$ cat config.mk
export PLATFORM = sky130hd
export DESIGN_NAME = mops_sdo_responder_flat
export DESIGN_NICKNAME = d
export VERILOG_FILES = /design/src/rtl/mops_sdo_responder_if.sv /design/src/rtl/mops_sdo_responder.sv /design/src/flat_wrapper.sv
export SDC_FILE = /design/constraint.sdc
export NUM_CORES = 1
export LEC_CHECK = 0
export CAP_MARGIN = 15
export CORE_MARGIN = 2
export CORE_UTILIZATION = 53
export DETAILED_ROUTE_END_ITERATION = 12
export GPL_TIMING_DRIVEN = 0
export HOLD_SLACK_MARGIN = 0.08
export PLACE_DENSITY_LB_ADDON = 0.2
export SLEW_MARGIN = 20
export SYNTH_ARGS = -nofsm -noshare
export SYNTH_HDL_FRONTEND = slang
export SYNTH_SLANG_ARGS = --single-unit
$ cat constraint.sdc
create_clock -name clk_40_m -period 5.1 [get_ports clk_40_m]
set_input_delay 1.02 -clock clk_40_m [delete_from_list [all_inputs] [get_ports clk_40_m]]
set_output_delay 1.02 -clock clk_40_m [all_outputs]
set_load 0.005 [all_outputs]
$ cat src/rtl/mops_sdo_responder_if.sv
// Request/response frame and ADC handshake bundle between a MOPS SDO responder
// and its bus decoder/encoder and ADC model.
interface mops_sdo_responder_if;
  logic [75:0] rx_frame;
  logic        rx_valid;
  logic        rx_ready;
  logic [75:0] tx_frame;
  logic        tx_valid;
  logic        tx_ready;
  logic        adc_req;
  logic [4:0]  adc_ch;
  logic        adc_ack;
  logic [11:0] adc_val;

  modport master (
    output rx_frame, rx_valid, tx_ready, adc_ack, adc_val,
    input  rx_ready, tx_frame, tx_valid, adc_req, adc_ch
  );

  modport slave (
    input  rx_frame, rx_valid, tx_ready, adc_ack, adc_val,
    output rx_ready, tx_frame, tx_valid, adc_req, adc_ch
  );
endinterface

$ cat src/rtl/mops_sdo_responder.sv
// CANopen SDO server emulating one MOPS chip: expedited upload/download on a
// small object dictionary, with ADC channels fetched through a req/ack handshake.
module mops_sdo_responder #(
  parameter logic [31:0] DEVICE_TYPE = 32'h0000_0191,
  parameter int unsigned N_ADC_CH    = 32,
  parameter logic [15:0] ADC_TIMEOUT = 16'd1000
) (
  input  logic                     clk_40_m,
  input  logic                     rst,
  input  logic [6:0]               node_id,
  mops_sdo_responder_if.slave      bus,
  output logic [31:0]              user_reg,
  output logic [15:0]              sdo_cnt
);

  localparam logic [31:0] ABORT_CMD     = 32'h0504_0001;
  localparam logic [31:0] ABORT_RO      = 32'h0601_0002;
  localparam logic [31:0] ABORT_NOOBJ   = 32'h0602_0000;
  localparam logic [31:0] ABORT_NOSUB   = 32'h0609_0011;
  localparam logic [31:0] ABORT_TIMEOUT = 32'h0800_0000;

  // CAPTURE is the cycle between acceptance and DECODE where the COB-ID filter runs
  typedef enum logic [2:0] {
    S_IDLE, S_CAPTURE, S_DECODE, S_ADC_WAIT, S_SEND
  } state_t;

  state_t      state;
  logic [74:0] rx_q;
  logic [15:0] tmo_cnt;

  logic [7:0]  cmd;
  logic [15:0] idx;
  logic [7:0]  sub;
  logic [31:0] wdata;
  logic [31:0] wmask;
  logic        is_upload;
  logic        is_dnload;
  logic        sub_ok;
  logic [7:0]  dec_cmd;
  logic [31:0] dec_data;
  logic        dec_adc;
  logic        dec_wr;
  logic [10:0] req_cob;

  assign req_cob = 11'h600 + {4'h0, node_id};

  function automatic logic [75:0] mk_frame(input logic [6:0] nid, input logic [7:0] c,
                                           input logic [23:0] echo, input logic [31:0] d);
    return {1'b0, 11'h580 + {4'h0, nid}, c, echo,
            d[7:0], d[15:8], d[23:16], d[31:24]};
  endfunction

  always_comb begin
    cmd       = rx_q[63:56];
    idx       = {rx_q[47:40], rx_q[55:48]};
    sub       = rx_q[39:32];
    wdata     = {rx_q[7:0], rx_q[15:8], rx_q[23:16], rx_q[31:24]};
    is_upload = (cmd == 8'h40);
    is_dnload = (cmd == 8'h23) || (cmd == 8'h27) || (cmd == 8'h2B) || (cmd == 8'h2F);
    sub_ok    = (sub != 8'h00) && (32'(sub) <= N_ADC_CH);
    case (cmd[3:2])
      2'b11:   wmask = 32'h0000_00FF;
      2'b10:   wmask = 32'h0000_FFFF;
      2'b01:   wmask = 32'h00FF_FFFF;
      default: wmask = 32'hFFFF_FFFF;
    endcase
    dec_cmd  = 8'h80;
    dec_data = ABORT_NOOBJ;
    dec_adc  = 1'b0;
    dec_wr   = 1'b0;
    if (!is_upload && !is_dnload) begin
      dec_data = ABORT_CMD;
    end else if (is_upload && idx == 16'h1000 && sub == 8'h00) begin
      dec_cmd  = 8'h43;
      dec_data = DEVICE_TYPE;
    end else if (is_upload && idx == 16'h2200 && sub == 8'h00) begin
      dec_cmd  = 8'h43;
      dec_data = user_reg;
    end else if (is_upload && idx == 16'h2400 && sub_ok) begin
      dec_adc  = 1'b1;
    end else if (is_dnload && idx == 16'h2200 && sub == 8'h00) begin
      dec_cmd  = 8'h60;
      dec_data = '0;
      dec_wr   = 1'b1;
    end else if (is_dnload && (idx == 16'h1000 || idx == 16'h2400)) begin
      dec_data = ABORT_RO;
    end else if (idx == 16'h2400) begin
      dec_data = ABORT_NOSUB;
    end
  end

  always_ff @(posedge clk_40_m) begin
    if (!rst) begin
      state        <= S_IDLE;
      rx_q         <= '0;
      tmo_cnt      <= '0;
      bus.rx_ready <= 1'b1;
      bus.tx_valid <= 1'b0;
      bus.tx_frame <= '0;
      bus.adc_req  <= 1'b0;
      bus.adc_ch   <= '0;
      user_reg     <= '0;
      sdo_cnt      <= '0;
    end else begin
      case (state)
        S_IDLE: begin
          if (bus.rx_valid && bus.rx_ready) begin
            rx_q         <= bus.rx_frame[74:0];
            bus.rx_ready <= 1'b0;
            state        <= S_CAPTURE;
          end
        end
        S_CAPTURE: begin
          if (rx_q[74:64] == req_cob) begin
            sdo_cnt <= sdo_cnt + 16'd1;
            state   <= S_DECODE;
          end else begin
            bus.rx_ready <= 1'b1;
            state        <= S_IDLE;
          end
        end
        S_DECODE: begin
          if (dec_adc) begin
            bus.adc_req <= 1'b1;
            bus.adc_ch  <= 5'(sub - 8'd1);
            tmo_cnt     <= '0;
            state       <= S_ADC_WAIT;
          end else begin
            if (dec_wr) user_reg <= wdata & wmask;
            bus.tx_frame <= mk_frame(node_id, dec_cmd, rx_q[55:32], dec_data);
            bus.tx_valid <= 1'b1;
            state        <= S_SEND;
          end
        end
        S_ADC_WAIT: begin
          // an ack in the expiry cycle is still honoured
          if (bus.adc_ack) begin
            bus.adc_req  <= 1'b0;
            bus.tx_frame <= mk_frame(node_id, 8'h43, rx_q[55:32], {20'h0, bus.adc_val});
            bus.tx_valid <= 1'b1;
            state        <= S_SEND;
          end else if (tmo_cnt == ADC_TIMEOUT - 16'd1) begin
            bus.adc_req  <= 1'b0;
            bus.tx_frame <= mk_frame(node_id, 8'h80, rx_q[55:32], ABORT_TIMEOUT);
            bus.tx_valid <= 1'b1;
            state        <= S_SEND;
          end else begin
            tmo_cnt <= tmo_cnt + 16'd1;
          end
        end
        S_SEND: begin
          if (bus.tx_ready) begin
            bus.tx_valid <= 1'b0;
            bus.rx_ready <= 1'b1;
            state        <= S_IDLE;
          end
        end
        default: begin
          bus.rx_ready <= 1'b1;
          state        <= S_IDLE;
        end
      endcase
    end
  end

endmodule

$ cat src/flat_wrapper.sv
// flat-port wrapper written by rule: the top's interface ports become plain ports
module mops_sdo_responder_flat 
#(
  parameter logic [31:0] DEVICE_TYPE = 32'h0000_0191,
  parameter int unsigned N_ADC_CH    = 32,
  parameter logic [15:0] ADC_TIMEOUT = 16'd1000
)
  (clk_40_m, rst, node_id, user_reg, sdo_cnt, bus_rx_frame, bus_rx_valid, bus_tx_ready, bus_adc_ack, bus_adc_val, bus_rx_ready, bus_tx_frame, bus_tx_valid, bus_adc_req, bus_adc_ch);
  mops_sdo_responder_if bus_i ();
  input  logic clk_40_m;
  input  logic rst;
  input  logic [6:0] node_id;
  output logic [31:0] user_reg;
  output logic [15:0] sdo_cnt;
  input wire logic [$bits(bus_i.rx_frame)-1:0] bus_rx_frame;
  input wire logic [$bits(bus_i.rx_valid)-1:0] bus_rx_valid;
  input wire logic [$bits(bus_i.tx_ready)-1:0] bus_tx_ready;
  input wire logic [$bits(bus_i.adc_ack)-1:0] bus_adc_ack;
  input wire logic [$bits(bus_i.adc_val)-1:0] bus_adc_val;
  output wire logic [$bits(bus_i.rx_ready)-1:0] bus_rx_ready;
  output wire logic [$bits(bus_i.tx_frame)-1:0] bus_tx_frame;
  output wire logic [$bits(bus_i.tx_valid)-1:0] bus_tx_valid;
  output wire logic [$bits(bus_i.adc_req)-1:0] bus_adc_req;
  output wire logic [$bits(bus_i.adc_ch)-1:0] bus_adc_ch;
  assign bus_i.rx_frame = bus_rx_frame;
  assign bus_i.rx_valid = bus_rx_valid;
  assign bus_i.tx_ready = bus_tx_ready;
  assign bus_i.adc_ack = bus_adc_ack;
  assign bus_i.adc_val = bus_adc_val;
  assign bus_rx_ready = bus_i.rx_ready;
  assign bus_tx_frame = bus_i.tx_frame;
  assign bus_tx_valid = bus_i.tx_valid;
  assign bus_adc_req = bus_i.adc_req;
  assign bus_adc_ch = bus_i.adc_ch;
  mops_sdo_responder #(.DEVICE_TYPE(DEVICE_TYPE), .N_ADC_CH(N_ADC_CH), .ADC_TIMEOUT(ADC_TIMEOUT)) u_core (.clk_40_m(clk_40_m), .rst(rst), .node_id(node_id), .bus(bus_i), .user_reg(user_reg), .sdo_cnt(sdo_cnt));
endmodule
Word level (Yosys, flattened, before mapping):

Cells that the tools add are included.

* memories: 0
* bits in writable memories: 0
* input bits: 100
* output and inout port bits: 132
* register bits: 226
* latch bits: 0
* ROM bits: 0

* muxes and demuxes: 50
* shifts and indexed selects: 0
* $mul: 0
* add/subtract/negate cells: 5
* $lt $le $gt $ge: 1
* equality and inequality tests: 25
* div/mod/pow operators: 0
* bitwise operators: 3
* reduce and logical (&&, ||, !) cells: 34

Operators with widths (number)
* 76-bit 2-to-1 mux: 3
* 32-bit 2-to-1 mux: 6
* 76-bit one-hot mux with 2 select lines: 1
* 32-bit one-hot mux with 3 select lines: 1
* 16-bit 2-to-1 mux: 3
* 8-bit 2-to-1 mux: 5
* 16-bit by 1-bit adder with 16-bit output (second input constant): 2
* 32-bit bitwise AND: 1
* 16-bit by 14-bit equality test with 1-bit output (second input constant): 2
* 8-bit by 6-bit equality test with 1-bit output (second input constant): 4
* 16-bit one-hot mux with 2 select lines: 1
* 20-bit 2-to-1 mux: 1
* 1-bit 2-to-1 mux: 19
* 16-bit by 10-bit equality test with 1-bit output (second input constant): 1
* 16-bit by 13-bit equality test with 1-bit output (second input constant): 1
* 3-bit 2-to-1 mux: 5
* 3-bit one-hot mux with 5 select lines: 1
* 1-bit logical AND: 12
* 3-bit AND reduction: 4
* 4-bit AND reduction: 3
* 10-bit by 8-bit adder with 11-bit output (first input constant): 1
* 11-bit by 7-bit adder with 11-bit output (first input constant): 1
* 11-bit equality test: 1
* 2-bit != test (second input constant): 5
* 24 further kinds: 34

Depth between registers and ports, before layout:

Gate-level depths: netlist of run 1.

* depth after elaboration: 13
* mapped depth: 10
* gate-level depth less buffers: 8

Worst setup path before layout of run 1:

Ideal clock, no wire load.

* path kind: input -> register
* from: in node_id[0]
* to: reg u_core.sdo_cnt[12]
* arrival time: 2.382 ns
* stages: 7
* data required time: 4.981 ns
* path slack: 2.599 ns
* cell sequence: xnor2_1 nand3_1 nor3_1 and3_1 clkbuf_1 nand4_1 mux2i_1

* cells in the longest elaborated chain, start to end: 3

RTL lines
* start, declared: line flat_wrapper.sv:12 `input logic [6:0] node_id;`
* 10-bit by 8-bit adder with 11-bit output: line mops_sdo_responder.sv:45 `assign req_cob = 11'h600 + {4'h0, node_id};`
* 11-bit equality test: line mops_sdo_responder.sv:114 `if (rx_q[74:64] == req_cob) begin`
* 2-bit AND reduction (no source line)
* end signal, assigned: line mops_sdo_responder.sv:115 `sdo_cnt <= sdo_cnt + 16'd1;`
* end, declared: line mops_sdo_responder.sv:13 `output logic [15:0] sdo_cnt`

Every way passes these cells.
A chain may end at the register's enable or synchronous reset.

Final worst setup path of run 1:

* from: reg u_core.rx_q[48]
* to: reg u_core.bus.tx_frame[47]

* cells in the longest elaborated chain, start to end: 9
* elaborated cells on any way between the ends: 15

RTL lines
* start, declared: line mops_sdo_responder.sv:28 `logic [74:0] rx_q;`
* start signal, assigned: line mops_sdo_responder.sv:108 `rx_q <= bus.rx_frame[74:0];`
* 16-bit by 14-bit equality test with 1-bit output: line mops_sdo_responder.sv:79 `end else if (is_upload && idx == 16'h2400 && sub_ok) begin`
* 1-bit logical AND (2 in a row): line mops_sdo_responder.sv:79
* 1-bit 2-to-1 mux: line mops_sdo_responder.sv:79
* 1-bit 2-to-1 mux: line mops_sdo_responder.sv:76 `end else if (is_upload && idx == 16'h2200 && sub == 8'h00) begin`
* 1-bit 2-to-1 mux (*): line mops_sdo_responder.sv:73 `end else if (is_upload && idx == 16'h1000 && sub == 8'h00) begin`
* 1-bit 2-to-1 mux (*): line mops_sdo_responder.sv:71 `if (!is_upload && !is_dnload) begin`
* 2-bit != test (no source line) (*)
* 3-bit AND reduction (no source line) (*)
* end signal, assigned: line mops_sdo_responder.sv:130 `bus.tx_frame <= mk_frame(node_id, dec_cmd, rx_q[55:32], dec_data);`
* end signal, assigned: line mops_sdo_responder.sv:139 `bus.tx_frame <= mk_frame(node_id, 8'h43, rx_q[55:32], {20'h0, bus.adc_val});`
* end signal, assigned: line mops_sdo_responder.sv:144 `bus.tx_frame <= mk_frame(node_id, 8'h80, rx_q[55:32], ABORT_TIMEOUT);`
* end, declared: line mops_sdo_responder_if.sv:22 `output rx_ready, tx_frame, tx_valid, adc_req, adc_ch`

Every way passes the cells marked *; elsewhere a longest branch is shown, timed or not.

==> metrics.cfg, run 1 <==
[run_status]
run_status = finished, final reports clean

[cts]
cts_tree = done
clock_latency_ps = 520
post_cts_buffers = 0
clockBufferDepth = 3
path_clk_slew_ps = 60
post_cts_resize_count = 0
root_buffer = clkbuf_16
cts.sink_count = 218
holdBufCountCts = 0
cts_buffers = 23
htreeDepth = 1

[die]
start_util_pct = 53.94
coreArea_um2 = 16470
die_h_um = 133.4
die_area_um2 = 17810
rows = 47
boundaryPins = 232
dieWidth_um = 133.4

[synthesis]
synth_cell_types = 65
ys_seq_elements = 218
netlist_instances = 1106
seq_area_frac_synth_pct = 49.14
netlist_area_um2 = 8881
synthTopCellsByArea = dfxtp_1, nand2_1, a21oi_1
synth_warnings = 0
avgSynthCellArea_um2 = 8.030
yosys_most_used_dff = dfxtp_1
async_reset_ff_share_pct = 0
synth_top_area_share_pct = 49.14
synth_edf_count = 0
synth.largest_area_cell = dfxtp_1

[routing]
final_antenna_net_count = 0
vias_per_cell = 5.610
drcViolationCount = 0
wl_um = 27960
dr.pass1.iters = 5
drtIter0Drc = 736
vias = 8943
post_drt_wl_per_cell_um = 17.54

[layout]
syn2layout_area_growth_pct = 37.24
num_antenna_cells = 0
stdcell_count = 1594
finalNetCount = 1463
largest_register_ffs = 75
drive_gt1_share_pct = 5.240

[power_and_ir_drop]
p_leak_uw = 0.004169
cell_internal_pwr_uw = 3031
seqPwrFrac_pct = 45.0
clockPowerShare_pct = 41.6
p_sw_share_pct = 26.29
powerDensity_nw_per_um2 = 337.4
switching_power_uw = 1081
pwr-share-comb_pct = 13.4
ir_drop_v = 0.0002774

[worst_setup_path]
r2r-start = u_core.rx_q[48]
slowest_stage = nor4_1
worst-path-buf-inv = 1
critPathMaxFanout = 10
cp-end-kind = flop
worstPathCellList = nor4_1, nand4b_1, or2_1, o31ai_4, clkbuf_1, nand2_1, a21oi_1
arrival_ps = 3560
critical_path.startpoint_type = flop
setup.worst_path.start = u_core.rx_q[48]
cp_top_family = simple AND/OR/NAND/NOR gates
critical_path_class = flop to flop
critPathMaxStageDelay_ps = 740
cp.required_ps = 5540

[timing]
max_slew_margin_pct = 39.22
finalSetupViolCount = 0
hold_viol = 0
worst_slack_ps = 1978
min_period_over_period_pct = 61.22
min_period_ps = 3122
worst-slew-pin-transition_ps = 904.1
max_freq_mhz = 320.3
skew_ps = 16.39
rsz0062_at_grt = false
tns_ps = 0
slew_viol_final = 0

[placement]
port_buffers = 224
dp_cells = 1554
dp_hpwl_um = 20090
pre_cts_ws_ps = 1631
gp_congestion = 0.8783

[global_routing]
gr-total-overflow = 0
grt_first_pass_wirelength_um = 43350
grtUsageTotal_pct = 30.34
grt_max_degree = 14
antenna_found_initial = 0
grt_pass1_vias = 8420

[hold_path]
hold_start = u_core.bus.tx_frame[6]
hold_class = flop to flop

[run]
drv_cap = 0

[worst register-to-register path, delay by kind of cell (launching register included)]
kind / cells / cell delay, ps
AOI/OAI and AO/OA: 2 / 790
buffers and inverters: 1 / 440
and+or+nand+nor: 4 / 1490
DFF: 1 / 330
[cells in the mapped netlist, types with 3 or more instances]
library cell	n
nand2_1	314
dfxtp_1	218
a21oi_1	182
clkbuf_1	61
nand3_1	48
nor2_1	47
o21ai_0	15
xnor2_1	15
nand4_1	14
nor3_1	14
xor2_1	12
buf_2	11
nand3b_1	10
or3_1	10
and3_1	9
o211ai_1	9
a221oi_1	8
buf_4	8
nand2b_1	8
a22oi_1	5
inv_1	5
mux2i_1	5
nand4b_1	5
a211oi_1	4
a31oi_1	4
ha_1	4
nor4_2	4
o21ai_1	4
or4_1	4
a311oi_1	3
and4_1	3
[cell type report]
type / instances / area, µm²
plain buffers: 82 / 359.1
clock buffers: 36 / 694.4
clock inverters: 4 / 73.82
fillers: 1288 / 4278
inverters: 6 / 22.52
multi-input cells: 804 / 4156
flip-flops and latches: 218 / 4364
well taps: 220 / 275.3
repair buffers: 224 / 2242
[metrics by stage]
stage / instance area (µm²) / hold slack, ps / total power, µW / utilization, %
after CTS: 12180 / 452.9 / 4107 / 73.98
after global placement: 11410 / 437.7 / 2408 / 69.32
final: 12190 / 451.5 / 4112 / 74.02
after global routing: 12190 / 468.3 / 4249 / 74.02
after floorplan: 8896 / 431.5 / 2211 / -
after detailed placement: 11410 / 445.2 / 2421 / 69.32
[final timing paths]
| path | end | slack (ps) | cells past startpoint |
|---|---|---|---|
| worst max register to register | u_core.bus.tx_frame[47] | 1980 | 7 |
| worst min-delay path | u_core.bus.tx_frame[6] | 450 | 2 |
| worst max-delay path | u_core.bus.tx_frame[47] | 1980 | 7 |
| worst min register to register | u_core.bus.tx_frame[6] | 450 | 2 |
[routing by layer]
layer / global-route usage [%] / wire length, µm / vias up / part of all wire, %
li1: - / - / 4283 / -
met1: 38.80 / 11510 / 4185 / 41
met2: 49.83 / 13060 / 396 / 47
met3: 6.621 / 2338 / 79 / 8.4
met4: 12.77 / 1061 / 0 / 3.8
met5: 0 / 0 / - / 0
[power groups by stage]
stage               Sequential (µW)  Clock (µW)  Combinational, µW
floorplan                      1870           0                341
global placement               1880           0                527
detailed placement             1880           0                537
CTS                            1850        1720                543
global route                   1860        1790                605
finish                         1850        1710                550
[cell usage in the layout, fill, tap and decap left out, types with 4 or more instances in the layout]
master           Yosys  final
clkbuf_16            0     23
ha_1                 4      4
nor2_1              47     47
clkbuf_8             0      7
o211ai_1             9      9
a221oi_1             8      8
or3_1               10     10
a31oi_1              4      4
clkbuf_1            61     67
buf_2               11     11
buf_4                8      8
a21oi_1            182    182
nand3_1             48     48
dfxtp_1            218    218
nand2b_1             8      8
xnor2_1             15     15
nand2_1            314    314
clkdlybuf4s50_1      0    224
nor3_1              14     14
conb_1               1      5
nand3b_1            10     10
nor4_2               4      5
a22oi_1              5      5
o21ai_1              4      4
nand4b_1             5      5
xor2_1              12     12
o21ai_0             15     15
mux2i_1              5      5
nand4_1             14     14
and3_1               9      9
inv_1                5      5
or4_1                4      4
a211oi_1             4      4
[cell families after synthesis]
group,count (synthesis),share of synthesized area (%)
AOI/OAI and AO/OA,251,16.10
adders and majority gates,4,0.5636
xor gates and xnor gates,27,2.663
and+or+nand+nor,512,26.63
other,1,0.04222
muxes,5,0.5636
buffers and inverters,88,4.297
DFF,218,49.14
Note: power is estimated with default switching activity, not from simulation.
==> run 2, diff against run 1 <==
- CORE_UTILIZATION: 53 -> 44
- clock period: 5.1 -> 2.7 ns (I/O delays scaled with it)
==> run 2 against run 1 <==
  * Setup slack worse by 1900 ps
  * Cell count is 3.7% higher
  * Sequential share of layout area is 0.95 points lower
  * Global-route usage is 4.5 points lower
  * Maximum frequency is 17% higher
  * Routed wire length is 2.6% higher
  * Combinational power is 110% higher
  * Critical path type unchanged
  * Largest power group unchanged
==> metrics.cfg, run 2 (synthesized netlist as in run 1, its figures left out) <==
[power_and_ir_drop]
switching_power_uw = 2114
seqPwrFrac_pct = 44.1
cell_internal_pwr_uw = 5824
p_sw_share_pct = 26.63
p_leak_uw = 0.004341
pwr-share-comb_pct = 14.2
ir_drop_v = 0.0004583
clockPowerShare_pct = 41.7
powerDensity_nw_per_um2 = 633.9

[cts]
path_clk_slew_ps = 60
clockBufferDepth = 3
cts_buffers = 24
htreeDepth = 1
cts_tree = done
holdBufCountCts = 0
clock_latency_ps = 520
cts.sink_count = 218
root_buffer = clkbuf_16

[layout]
num-fill-cells = 1730
stdcell_count = 1653
finalNetCount = 1475
final_area_um2 = 12520
drive_gt1_share_pct = 7.925
final-seq-area_um2 = 4365
multiInputGateArea_um2 = 4270
syn2layout_area_growth_pct = 41.00
final_common_cell = nand2_1
largest_register_ffs = 75
num_antenna_cells = 0
final_cell_mix = nand2_1, clkdlybuf4s50_1, dfxtp_1

[placement]
dp_cells = 1599
port_buffers = 224
gp_congestion = 0.8749
pre_cts_ws_ps = -283.6
dp_hpwl_um = 20900
placed_cell_area_um2 = 11470

[worst_setup_path]
cp.required_ps = 3130
worst-path-buf-inv = 4
slowest_stage = or3_1
critical_path.startpoint_type = flop
critical_path_class = flop to flop
critPathMaxFanout = 10
cp-end-kind = flop
cp_top_family = simple AND/OR/NAND/NOR gates
arrival_ps = 3090
worstPathCellList = inv_1, ha_1, nor4b_4, buf_4, nand3b_1, buf_4, or3_1, nor3_4, clkbuf_4, nand3b_1, a21oi_1
critPathMaxStageDelay_ps = 520

[global_routing]
gr-total-overflow = 0
grt_first_pass_wirelength_um = 44850
grt_max_degree = 14
grtUsageTotal_pct = 25.84
grt_pass1_vias = 8485
antenna_found_initial = 0

[timing]
max_slew_margin_pct = 49.74
worst_slack_ps = 39.48
finalSetupViolCount = 0
hold_viol = 0
worst-slew-pin-transition_ps = 754.0
slew_viol_final = 0
skew_ps = 10.33
max_freq_mhz = 375.9
min_period_ps = 2661
whs_ps = 447.7
tns_ps = 0
min_period_over_period_pct = 98.54

[die]
dieWidth_um = 146.1
boundaryPins = 232
coreArea_um2 = 19650
die_h_um = 146.1
start_util_pct = 45.19
rows = 51
die_area_um2 = 21340

[routing]
dr.pass1.iters = 5
final_antenna_net_count = 0
wl_um = 28680
post_drt_wl_per_cell_um = 17.35
vias_per_cell = 5.404
vias = 8932
drcViolationCount = 0
drtIter0Drc = 663

[run]
drv_cap = 0

[hold_path]
hold_class = flop to flop

[run_status]
run_status = finished, final reports clean

-- run 2: tightest hold or removal path, stage by stage (launching register included) --
cell and delay (ps):
dfxtp_1 310, nand2_1 50, a21oi_1 50
-- run 2: power by group through the flow --
stage	registers [µW]	clock network [µW]	logic, µW
6_report	3500	3310	1130
5_1_grt	3520	3470	1240
4_1_cts	3500	3330	1050
3_5_place_dp	3560	0	1020
3_3_place_gp	3560	0	1010
2_1_floorplan	3530	0	644
-- run 2: final timing paths --
kind | startpoint | slack [ps] | end | depth (start not counted)
max | u_core.rx_q[32] | 40 | u_core.user_reg[19] | 11
min | u_core.bus.adc_ch[3] | 450 | u_core.bus.adc_ch[3] | 2
max reg2reg | u_core.rx_q[32] | 40 | u_core.user_reg[19] | 11
min reg2reg | u_core.bus.adc_ch[3] | 450 | u_core.bus.adc_ch[3] | 2
-- run 2: area by class of cell --
class,count,share of cell area [%]
Tap cell,265,2.648
Timing Repair Buffer,236,18.63
Clock inverter,7,0.5096
Multi-Input combinational cell,804,34.10
Inverter,6,0.1799
Buffer,81,3.108
Clock buffer,36,5.965
Sequential cell,218,34.86
-- run 2: layer usage --
metal  vias up  track usage [%]  wire length, µm
met3        57            6.281             2585
li1       4299                -                -
met2       362            42.00            13040
met4         0            9.272              968
met1      4214            33.59            12090
met5         -                0                0
-- run 2: repair_timing --
action,CTS,global route
pin swaps,1,4
gates resized for setup,13,35
buffers inserted,4,8
cloned,0,0
setup endpoints to repair,111,115
-- run 2: through the flow --
stage	total power, µW	util [%]
2_1_floorplan	4177	-
3_3_place_gp	4561	58.36
3_5_place_dp	4583	58.36
5_1_grt	8228	63.71
4_1_cts	7881	62.96
6_report	7938	63.71
==> run 3, diff against run 2 <==
- CORE_MARGIN: 2 -> 5
==> run 3 against run 2 <==
  * Final area shrank 0.52%
  * Register-to-register slack is essentially flat
  * Non-clock buffer count is the same
  * Core utilization shrank 1.6 points
  * Critical path type unchanged
  * Largest power group unchanged
==> metrics.cfg, run 3 (synthesized netlist as in run 1, its figures left out) <==
[timing]
max_freq_mhz = 377.6
whs_ps = 452.5
hold_viol = 0
finalSetupViolCount = 0
worst-slew-pin-transition_ps = 738.0
rsz0062_at_grt = true
worst_slack_ps = 51.53
min_period_ps = 2648
min_period_over_period_pct = 98.09
max_slew_margin_pct = 50.80
skew_ps = 9.602
slew_viol_final = 0

[layout]
final_cell_mix = nand2_1, clkdlybuf4s50_1, dfxtp_1
final_common_cell = nand2_1
final_area_um2 = 12460
fin_util_pct = 62.16
num_antenna_cells = 0
syn2layout_area_growth_pct = 40.26
finalNetCount = 1474
largest_register_ffs = 75
drive_gt1_share_pct = 7.509

[placement]
gp_congestion = 0.8900
placed_cell_area_um2 = 11480
pre_cts_ws_ps = -291.4
dp_hpwl_um = 21510
port_buffers = 224

[cts]
clockBufferDepth = 3
cts_tree = done
htreeDepth = 1
cts.sink_count = 218
root_buffer = clkbuf_16
path_clk_slew_ps = 60
cts_buffers = 23
clock_latency_ps = 500

[routing]
dr.pass1.iters = 5
wl_um = 29380
drtIter0Drc = 614
vias_per_cell = 5.356
post_drt_wl_per_cell_um = 17.75
vias = 8864
drcViolationCount = 0
final_antenna_net_count = 0

[die]
die_h_um = 152.1
start_util_pct = 44.32
boundaryPins = 232
rows = 52
die_area_um2 = 23130
coreArea_um2 = 20040
dieWidth_um = 152.1

[hold_path]
hold_start = u_core.bus.adc_ch[3]
hold_path_end = u_core.bus.adc_ch[3]
hold_class = flop to flop
hold_depth = 2

[worst_setup_path]
critPathMaxFanout = 8
regToRegEndpoint = u_core.bus.tx_frame[62]
ff2ff_path_depth = 9
critical_path.startpoint_type = flop
cp-end-kind = flop
arrival_ps = 3090
r2r-start = u_core.rx_q[32]
cp.required_ps = 3140
critical_path_class = flop to flop
rrSetupSlack_ps = 50

[global_routing]
antenna_found_initial = 0
grt_pass1_vias = 8491
grt_max_degree = 14
grtUsageTotal_pct = 23.55
gr-total-overflow = 0
grt_first_pass_wirelength_um = 45150

[power_and_ir_drop]
ir_drop_v = 0.0004424
p_leak_uw = 0.004299
powerDensity_nw_per_um2 = 625.7
power_uw = 7794

[run_status]
run_status = finished, final reports clean

[run]
drv_cap = 0

## run 3: power breakdown
| part | switching, µW | leakage [µW] | internal, µW |
|---|---|---|---|
| clock network | 1270 | 0.000370 | 1880 |
| registers | 125 | 0.00177 | 3380 |
| logic | 690 | 0.00216 | 456 |
| total | 2080 | 0.00430 | 5710 |
## run 3: worst max-delay path, cell delays in order, from the launching register on
cell and delay (ps):
dfxtp_1 340, inv_2 90, ha_1 150, nor4b_4 330
nand3b_1 280, buf_4 230, nor4_4 560, inv_1 130
o211ai_1 290, o211a_1 190
## run 3: layout make-up
cell class                 instances  area, µm²
tap                              270      337.8
fill                            1836       7582
inverter                           6      22.52
timing repair buffer             236       2332
sequential                       218       4364
clock inverter                     3      40.04
clock buffer                      37      708.2
multi-input combinational        804       4273
buffer                            81      379.1
## run 3: metrics by stage
| step | setup TNS [ps] | std cells |
|---|---|---|
| 6_report | 0 | 1655 |
| 5_1_grt | -157.8 | 1655 |
| 4_1_cts | -14.24 | 1647 |
| 3_5_place_dp | -20050 | 1604 |
| 3_3_place_gp | -18980 | 1604 |
| 2_1_floorplan | 0 | 1110 |
## run 3: timing repair
action                     4_1_cts  5_1_grt
setup endpoints to repair      113      105
buffers inserted                 3        9
pin swaps                        2        6
resized for setup               18       24
hold buffers                     0        0
## run 3: layer usage
layer / vias to the layer above / global-route usage, % / wire [µm]
li1: 4305 / - / -
met5: - / 0 / 0
met4: 0 / 5.394 / 646
met2: 309 / 40.43 / 14090
met3: 56 / 5.916 / 2324
met1: 4194 / 29.98 / 12320
## run 3: worst max path at each step
stage / from / end / slack [ps] / cells after the start
floorplan: u_core.rx_q[32] / u_core.tmo_cnt[14] / 400 / 8
global placement: bus_adc_ack / u_core.bus.tx_frame[44] / -320 / 8
detailed placement: bus_adc_ack / u_core.bus.tx_frame[36] / -290 / 8
CTS: u_core.rx_q[32] / u_core.bus.tx_frame[62] / -10 / 8
global route: u_core.rx_q[32] / u_core.user_reg[19] / -20 / 9
finish: u_core.rx_q[32] / u_core.bus.tx_frame[62] / 50 / 9
